### src/rtl/tape_recorder.sv
// Decodes the ROM SAVE waveform (MIC level, timed in ce T-states) into TAP blocks:
// a 2-byte little-endian length followed by the data bytes, written through a one-deep write port.
module tape_recorder #(
  parameter int unsigned PILOT_MIN = 256,
  parameter int unsigned TIMEOUT   = 350000,
  parameter logic [24:0] BUF_SIZE  = 25'h1000000,
  parameter int unsigned TDIV      = 1
) (
  input  logic        clk_sys,
  input  logic        reset_n,
  input  logic        ce,
  input  logic        rec,
  input  logic        mic_in,
  output logic        wr,
  output logic [24:0] wr_addr,
  output logic [7:0]  wr_data,
  input  logic        wr_ack,
  output logic        active,
  output logic [24:0] tape_size,
  output logic [7:0]  blk_cnt,
  output logic        chk_ok,
  output logic        overflow
);

  // TDIV scales every timing window together; 1 gives real ROM timings.
  localparam logic [15:0] PIL_LO = 16'(1800 / TDIV);
  localparam logic [15:0] PIL_HI = 16'(2600 / TDIV);
  localparam logic [15:0] SYN_LO = 16'(400 / TDIV);
  localparam logic [15:0] SYN_HI = 16'(1000 / TDIV);
  localparam logic [16:0] B0_LO  = 17'(1200 / TDIV);
  localparam logic [16:0] B0_HI  = 17'(2200 / TDIV);
  localparam logic [16:0] B1_LO  = 17'(2800 / TDIV);
  localparam logic [16:0] B1_HI  = 17'(4000 / TDIV);
  localparam logic [15:0] PMIN   = 16'(PILOT_MIN);
  localparam int unsigned IW     = $clog2(TIMEOUT + 1);
  localparam logic [IW-1:0] TO_V = IW'(TIMEOUT);
  localparam logic [25:0] BUF_LIM = {1'b0, BUF_SIZE};

  typedef enum logic [2:0] {
    S_IDLE, S_PILOT, S_SYNC, S_DATA, S_FIN_WAIT, S_FIN_LO, S_FIN_HI
  } state_t;

  state_t        state_q;
  logic          mic_q, rec_q, phase_q;
  logic [15:0]   half_q, h1_q, pilot_q, len_q;
  logic [IW-1:0] idle_q;
  logic [2:0]    bitcnt_q;
  logic [6:0]    sreg_q;
  logic [7:0]    chk_q, blk_q, data_q;
  logic [24:0]   base_q, addr_q, tsize_q;
  logic          wr_q, chk_ok_q, ovf_q;

  logic        mic_edge, rec_fall, is_pil, is_syn, bit_one, bit_ok;
  logic        pair_done, bit_in, byte_done, end_blk;
  logic [16:0] sum_d;
  logic [7:0]  sreg_d, chk_d;
  logic [15:0] len_d, len_eff;
  logic [25:0] nxt_addr, base_p1;

  assign mic_edge  = ce && (mic_in != mic_q);
  assign rec_fall  = rec_q && !rec;
  assign is_pil    = (half_q >= PIL_LO) && (half_q <= PIL_HI);
  assign is_syn    = (half_q >= SYN_LO) && (half_q <= SYN_HI);
  assign sum_d     = {1'b0, h1_q} + {1'b0, half_q};
  assign bit_one   = (sum_d >= B1_LO) && (sum_d <= B1_HI);
  assign bit_ok    = bit_one || ((sum_d >= B0_LO) && (sum_d <= B0_HI));
  assign pair_done = (state_q == S_DATA) && mic_edge && phase_q;
  assign bit_in    = pair_done && bit_ok;
  assign byte_done = bit_in && (bitcnt_q == 3'd7);
  assign sreg_d    = {sreg_q, bit_one};
  assign len_d     = len_q + 16'd1;
  assign chk_d     = chk_q ^ sreg_d;
  assign len_eff   = byte_done ? len_d : len_q;
  assign nxt_addr  = {1'b0, base_q} + 26'd2 + {10'd0, len_q};
  assign base_p1   = {1'b0, base_q} + 26'd1;
  // A byte completing on the same cycle as an end condition is counted before finalising.
  assign end_blk   = (pair_done && !bit_ok) || (idle_q == TO_V) || rec_fall ||
                     (byte_done && (len_d == 16'hFFFF));

  assign wr        = wr_q;
  assign wr_addr   = addr_q;
  assign wr_data   = data_q;
  assign active    = (state_q != S_IDLE);
  assign tape_size = tsize_q;
  assign blk_cnt   = blk_q;
  assign chk_ok    = chk_ok_q;
  assign overflow  = ovf_q;

  always_ff @(posedge clk_sys or negedge reset_n) begin
    if (!reset_n) begin
      state_q  <= S_IDLE;
      mic_q    <= 1'b0;
      rec_q    <= 1'b0;
      phase_q  <= 1'b0;
      half_q   <= '0;
      h1_q     <= '0;
      pilot_q  <= '0;
      len_q    <= '0;
      idle_q   <= '0;
      bitcnt_q <= '0;
      sreg_q   <= '0;
      chk_q    <= '0;
      blk_q    <= '0;
      data_q   <= '0;
      base_q   <= '0;
      addr_q   <= '0;
      tsize_q  <= '0;
      wr_q     <= 1'b0;
      chk_ok_q <= 1'b0;
      ovf_q    <= 1'b0;
    end else begin
      rec_q <= rec;
      if (ce) begin
        mic_q <= mic_in;
        if (mic_edge) begin
          half_q <= 16'd1;
          idle_q <= '0;
        end else begin
          if (half_q != 16'hFFFF) half_q <= half_q + 16'd1;
          if (idle_q != TO_V)     idle_q <= idle_q + 1'b1;
        end
      end
      if (wr_q && wr_ack) wr_q <= 1'b0;

      case (state_q)
        S_IDLE: begin
          if (rec && mic_edge && is_pil) begin
            pilot_q <= 16'd1;
            state_q <= S_PILOT;
          end
        end
        S_PILOT: begin
          if (rec_fall) state_q <= S_IDLE;
          else if (mic_edge) begin
            if (is_pil) begin
              if (pilot_q != 16'hFFFF) pilot_q <= pilot_q + 16'd1;
            end else if (is_syn && (pilot_q >= PMIN)) state_q <= S_SYNC;
            else state_q <= S_IDLE;
          end
        end
        S_SYNC: begin
          if (rec_fall) state_q <= S_IDLE;
          else if (mic_edge) begin
            if (is_syn) begin
              state_q  <= S_DATA;
              len_q    <= '0;
              chk_q    <= '0;
              bitcnt_q <= '0;
              phase_q  <= 1'b0;
            end else state_q <= S_IDLE;
          end
        end
        S_DATA: begin
          if (mic_edge) begin
            phase_q <= !phase_q;
            if (!phase_q) h1_q <= half_q;
          end
          if (bit_in) begin
            sreg_q   <= sreg_d[6:0];
            bitcnt_q <= bitcnt_q + 3'd1;
          end
          if (byte_done) begin
            len_q <= len_d;
            chk_q <= chk_d;
            if ((wr_q && !wr_ack) || (nxt_addr >= BUF_LIM)) ovf_q <= 1'b1;
            else begin
              wr_q   <= 1'b1;
              addr_q <= nxt_addr[24:0];
              data_q <= sreg_d;
            end
          end
          if (end_blk) state_q <= (len_eff == 16'd0) ? S_IDLE : S_FIN_WAIT;
        end
        S_FIN_WAIT: begin
          if (!wr_q) begin
            state_q <= S_FIN_LO;
            if ({1'b0, base_q} < BUF_LIM) begin
              wr_q   <= 1'b1;
              addr_q <= base_q;
              data_q <= len_q[7:0];
            end else ovf_q <= 1'b1;
          end
        end
        S_FIN_LO: begin
          // A length byte that could not be issued is skipped rather than stalling.
          if (!wr_q || wr_ack) begin
            state_q <= S_FIN_HI;
            if (base_p1 < BUF_LIM) begin
              wr_q   <= 1'b1;
              addr_q <= base_p1[24:0];
              data_q <= len_q[15:8];
            end else ovf_q <= 1'b1;
          end
        end
        S_FIN_HI: begin
          if (!wr_q || wr_ack) begin
            state_q  <= S_IDLE;
            blk_q    <= blk_q + 8'd1;
            chk_ok_q <= (chk_q == 8'd0);
            if (nxt_addr > BUF_LIM) begin
              base_q  <= BUF_SIZE;
              tsize_q <= BUF_SIZE;
              ovf_q   <= 1'b1;
            end else begin
              base_q  <= nxt_addr[24:0];
              tsize_q <= nxt_addr[24:0];
            end
          end
        end
        default: state_q <= S_IDLE;
      endcase
    end
  end

endmodule

### config.mk
export PLATFORM = sky130hd
export DESIGN_NAME = tape_recorder
export DESIGN_NICKNAME = d
export VERILOG_FILES = /design/src/rtl/tape_recorder.sv
export SDC_FILE = /design/constraint.sdc
export NUM_CORES = 1
export LEC_CHECK = 0
export BUFFER_PORTS_ARGS = -buffer_cell sky130_fd_sc_hd__buf_2
export CAP_MARGIN = 25
export CORE_ASPECT_RATIO = 2
export CORE_MARGIN = 10
export CORE_UTILIZATION = 40
export DETAILED_ROUTE_END_ITERATION = 7
export GPL_TIMING_DRIVEN = 0
export HOLD_SLACK_MARGIN = 0.02
export SLEW_MARGIN = 20
export SYNTH_ARGS = -nofsm -noshare
export SYNTH_HDL_FRONTEND = slang
export SYNTH_SLANG_ARGS = --single-unit
export TNS_END_PERCENT = 100
### constraint.sdc
create_clock -name clk_sys -period 3.8 [get_ports clk_sys]
set_clock_uncertainty 0.1 [all_clocks]
set_input_delay 0.19 -clock clk_sys [delete_from_list [all_inputs] [get_ports clk_sys]]
set_output_delay 0.19 -clock clk_sys [all_outputs]
set_load 0.02 [all_outputs]
==> summary.md <==
| Metric | Value |
|---|---|
| Ys Warns | 0 |
| RePlAce Congestion | 0.912 |
| Worst Path Required | a little over 4 ns |
| Dpl hpwl | approximately 30000 um |
| Fraction of layout cells with a size suffix above 1 | ~25% |
| # diodes | 0 |
| Die area | 0.0372 sq mm |
| Largest net degree at the start of global routing | ~70 |
| Part of the power in combinational logic | between 10% and 20% |
| Syn-to-layout area delta | 26.7% |
| HP Class | input port to flip-flop |
| Die X | 141 um |
| Crit path max-delay cell type | dfrtp_2 |
| GRT Residual Overflow | 0 |
| Cells after synthesis | between 1000 and 1500 |
| Chip Height | 263 um |
| Wirelength, routed | about 39000 um |
| Clock Latency Late Sink | ~0.47 ns |
| Post-synth cell types | between 90 and 100 |
| Worst Slack Setup Final | -0.254 ns |
| #FFs+latches synth | ~180 |
| Hold Crit Start | wr_ack |
| Initial antenna violation count | 0 |
| CTS root buf | clkbuf_16 |
| WHS Path Cells | 4 |
| WHS Endpoint | wr |
| CTS sink cnt | 176 |
| Max frequency | about 0.25 GHz |
| Iter 0 DRT Violations | 512 |
| Worst slew margin | around 41% |
| Final period util | 107% |
| Most common library cell in the layout ignoring fill and taps | dfrtp_1 |
| R2r setup slk | -0.25 ns |
| Most frequent cells in the layout | dfrtp_1, nor2_1, nand2_1 |
| Status | finished, violations left |
| Worst-Margin Slew | ~0.87 ns |
| Total power | around 0.0046 W |
| GRT Total Usage | around a fifth |
| Crit path DAT | between 4 and 5 ns |
| Layout Utilization | 51.6% |
| Pwr Density | a little over 300 mW/mm^2 |
| # rows | approximately 90 |
| Final ANT Viol Nets | 0 |
| Slew Limit Fails | 0 |
| Top_reg_cell synth | dfrtp_1 |
| Failing checks | setup timing |
| Core ar. | slightly below 0.03 sq mm |
| Worst r2r path cells | 14 |
| Post-synth EDFFs | 0 |
| Clk slew on worst S/H paths | approximately 0.070 ns |
| Worst path bufs/invs | 1 |
| Num CTS Buffers | 17 |
| Clock power frac | 39.8% |
| Drt wl/cell | roughly 20 um |
| Min Tclk post-route | 4.05 ns |
| Placed Cells | between 1500 and 2000 |
| Mapped Area | roughly 0.012 sq mm |
| Endpoint class of the critical path | flip-flop |
| Vias in the first global route | ~11000 |
| Number of port buffers | 75 |
| Int Power | between 0.003 and 0.004 W |
| Synth Net Count | between 1000 and 1500 |
| First-pass GRT wire length | between 60000 and 70000 um |
| I/O Pins | 76 |
| Worst r2r src | half_q[0] |
| Worst Path Max Fanout | 4 |
| Net switching power | 0.00147 W |
| Via count | ~11000 |
| Maximum VDD drop | ~370 uV |
| Worst Setup Start Kind | flip-flop |
| R2r endpoint | state_q[2] |
| Seq/Total Area, Yosys | 37.3% |
| Starting Density | between 40% and 50% |
| Post-Syn Area per Cell | ~8.7 sq um |
| Fillers | 2772 |
| Worst path cell trace | ha_4 -> fa_2 -> a211oi_4 -> o21a_4 -> o21ai_4 -> xnor2_4 -> o41ai_4 -> o31ai_4 -> a21bo_1 -> buf_6 -> and3_4 -> mux2_4 -> a2111o_1 -> o41a_1 |
| Crit Path Class | flip-flop to flip-flop |
| Fraction of registers with async set/reset | between 90% and 100% |
| Post-place setup slack | -1.11 ns |
| Fin. Hold Viols | 0 |
| Top delay family on crit path | compound AO/OA/AOI/OAI gates |
| Final setup viols | 39 |
| H-tree depth | 4 |
| Vias per cell | between 5 and 6 |
| Drt drc | 0 |
| Pleak | between 6 and 7 nW |
| Non-filler cells, final | about 1900 |
| TNS Setup | -3.39 ns |
| Flop pwr share | between 40% and 50% |
| Clk buf depth | 2 |
| Maxcap violations | 0 |
| Delay of the slowest critical-path stage | between 0.4 and 0.5 ns |
| TritonCTS clock tree | yes |
| Switching part of the total power | between 30% and 40% |
| Nets | between 1500 and 2000 |
| TritonRoute pass-1 iters | 5 |
| RSZ-0062 raised after global routing | yes |
[repair_timing]
action	in CTS	in global routing
gates resized for setup	119	146
pin swaps	41	50
cloned	2	3
setup buffers	38	29
hold buffers	4	0
hold endpoints to repair	110	0
setup endpoints to repair	91	76
[state kept, by name, summed over array words and instances (netlist names), 3 cells and up]
signal     cells
h1_q          16
wr_data        8
blk_cnt        8
chk_q          8
half_q        16
pilot_q       16
idle_q        19
bitcnt_q       3
len_q         16
sreg_q         7
tape_size     25
state_q        3
wr_addr       25
[cell usage after synthesis (all sizes together), types with 13 or more instances]
library cell  instances  area (sq um)
nor4                 15           100
nand2               149           559
mux2                 27           308
xnor2                42           387
clkbuf               55           206
nand2b               17           106
nor2b                15          93.8
a21o                 18           135
or3                  16           100
buf                  17          86.3
nand3                60           300
mux2i                24           240
nor2                148           561
and3                 29           186
dfrtp               176          4400
ha                   60           751
xor2                 63           559
a22o                 16           140
a21oi                77           389
o21ai                98           509
nor3                 26           135
nand4                24           150
and2                 13          83.8
inv                  31           116
[kinds of logic (layout without fill, tap and decap cells)]
family | count (synthesis) | after routing | synth area share [%]
DFF | 176 | 176 | 37.3
buffers and inverters | 103 | 281 | 3.47
muxes | 51 | 51 | 4.65
xor gates and xnor gates | 105 | 105 | 8.02
AOI/OAI and AO/OA | 321 | 321 | 18.0
and+or+nand+nor | 535 | 535 | 21.8
adders and majority gates | 63 | 63 | 6.79
[how the worst max path moves through the flow]
stage                     startpoint  slack [ns]            end  depth (start not counted)
final                      half_q[0]       -0.25     state_q[2]                         14
after global routing       half_q[0]       -0.38     state_q[2]                         14
after CTS                  half_q[0]       -0.27     state_q[2]                         14
after detailed placement    len_q[1]       -1.11  tape_size[13]                         16
after global placement      len_q[1]       -1.09   tape_size[1]                         16
after floorplan            half_q[0]       -0.04     state_q[2]                         14
[power by group through the flow]
stage | Clock [W] | Sequential (W) | Combinational [W]
floorplan | 0 | 0.00210 | 0.000372
global placement | 0 | 0.00208 | 0.000608
detailed placement | 0 | 0.00208 | 0.000624
CTS | 0.00187 | 0.00204 | 0.000700
global route | 0.00194 | 0.00206 | 0.000805
finish | 0.00183 | 0.00205 | 0.000719
[worst min-delay path, cell delays in order]
cell and delay, ns:
buf_2 0.11, nor2b_1 0.09, nor2_1 0.10, o21ai_0 0.08
[cell type report]
cell class	instances	area (sq um)	area share [%]
inverter	31	116	0.779
multi-input combinational	1075	7840	52.4
timing repair buffer	153	1140	7.61
clock inverter	15	179	1.20
buffer	65	365	2.45
sequential	176	4430	29.7
clock buffer	17	425	2.85
tap	360	450	3.02
[routing by layer]
metal / track usage, % / share of wire, % / up-vias
met5: 0 / 0 / -
met3: 3.40 / 3.4 / 140
li1: - / - / 5166
met1: 18.3 / 32 / 5294
met2: 38.9 / 56 / 277
met4: 17.0 / 9.0 / 0
[through the flow]
step	hold WS, ns	instance area (sq um)
5_1_grt	0.0920	14900
3_5_place_dp	0.0320	12700
4_1_cts	0.0410	14200
3_3_place_gp	0.260	12700
2_1_floorplan	-0.206	11800
6_report	0.0596	14900
No activity file was read; power rests on OpenSTA's default activity.
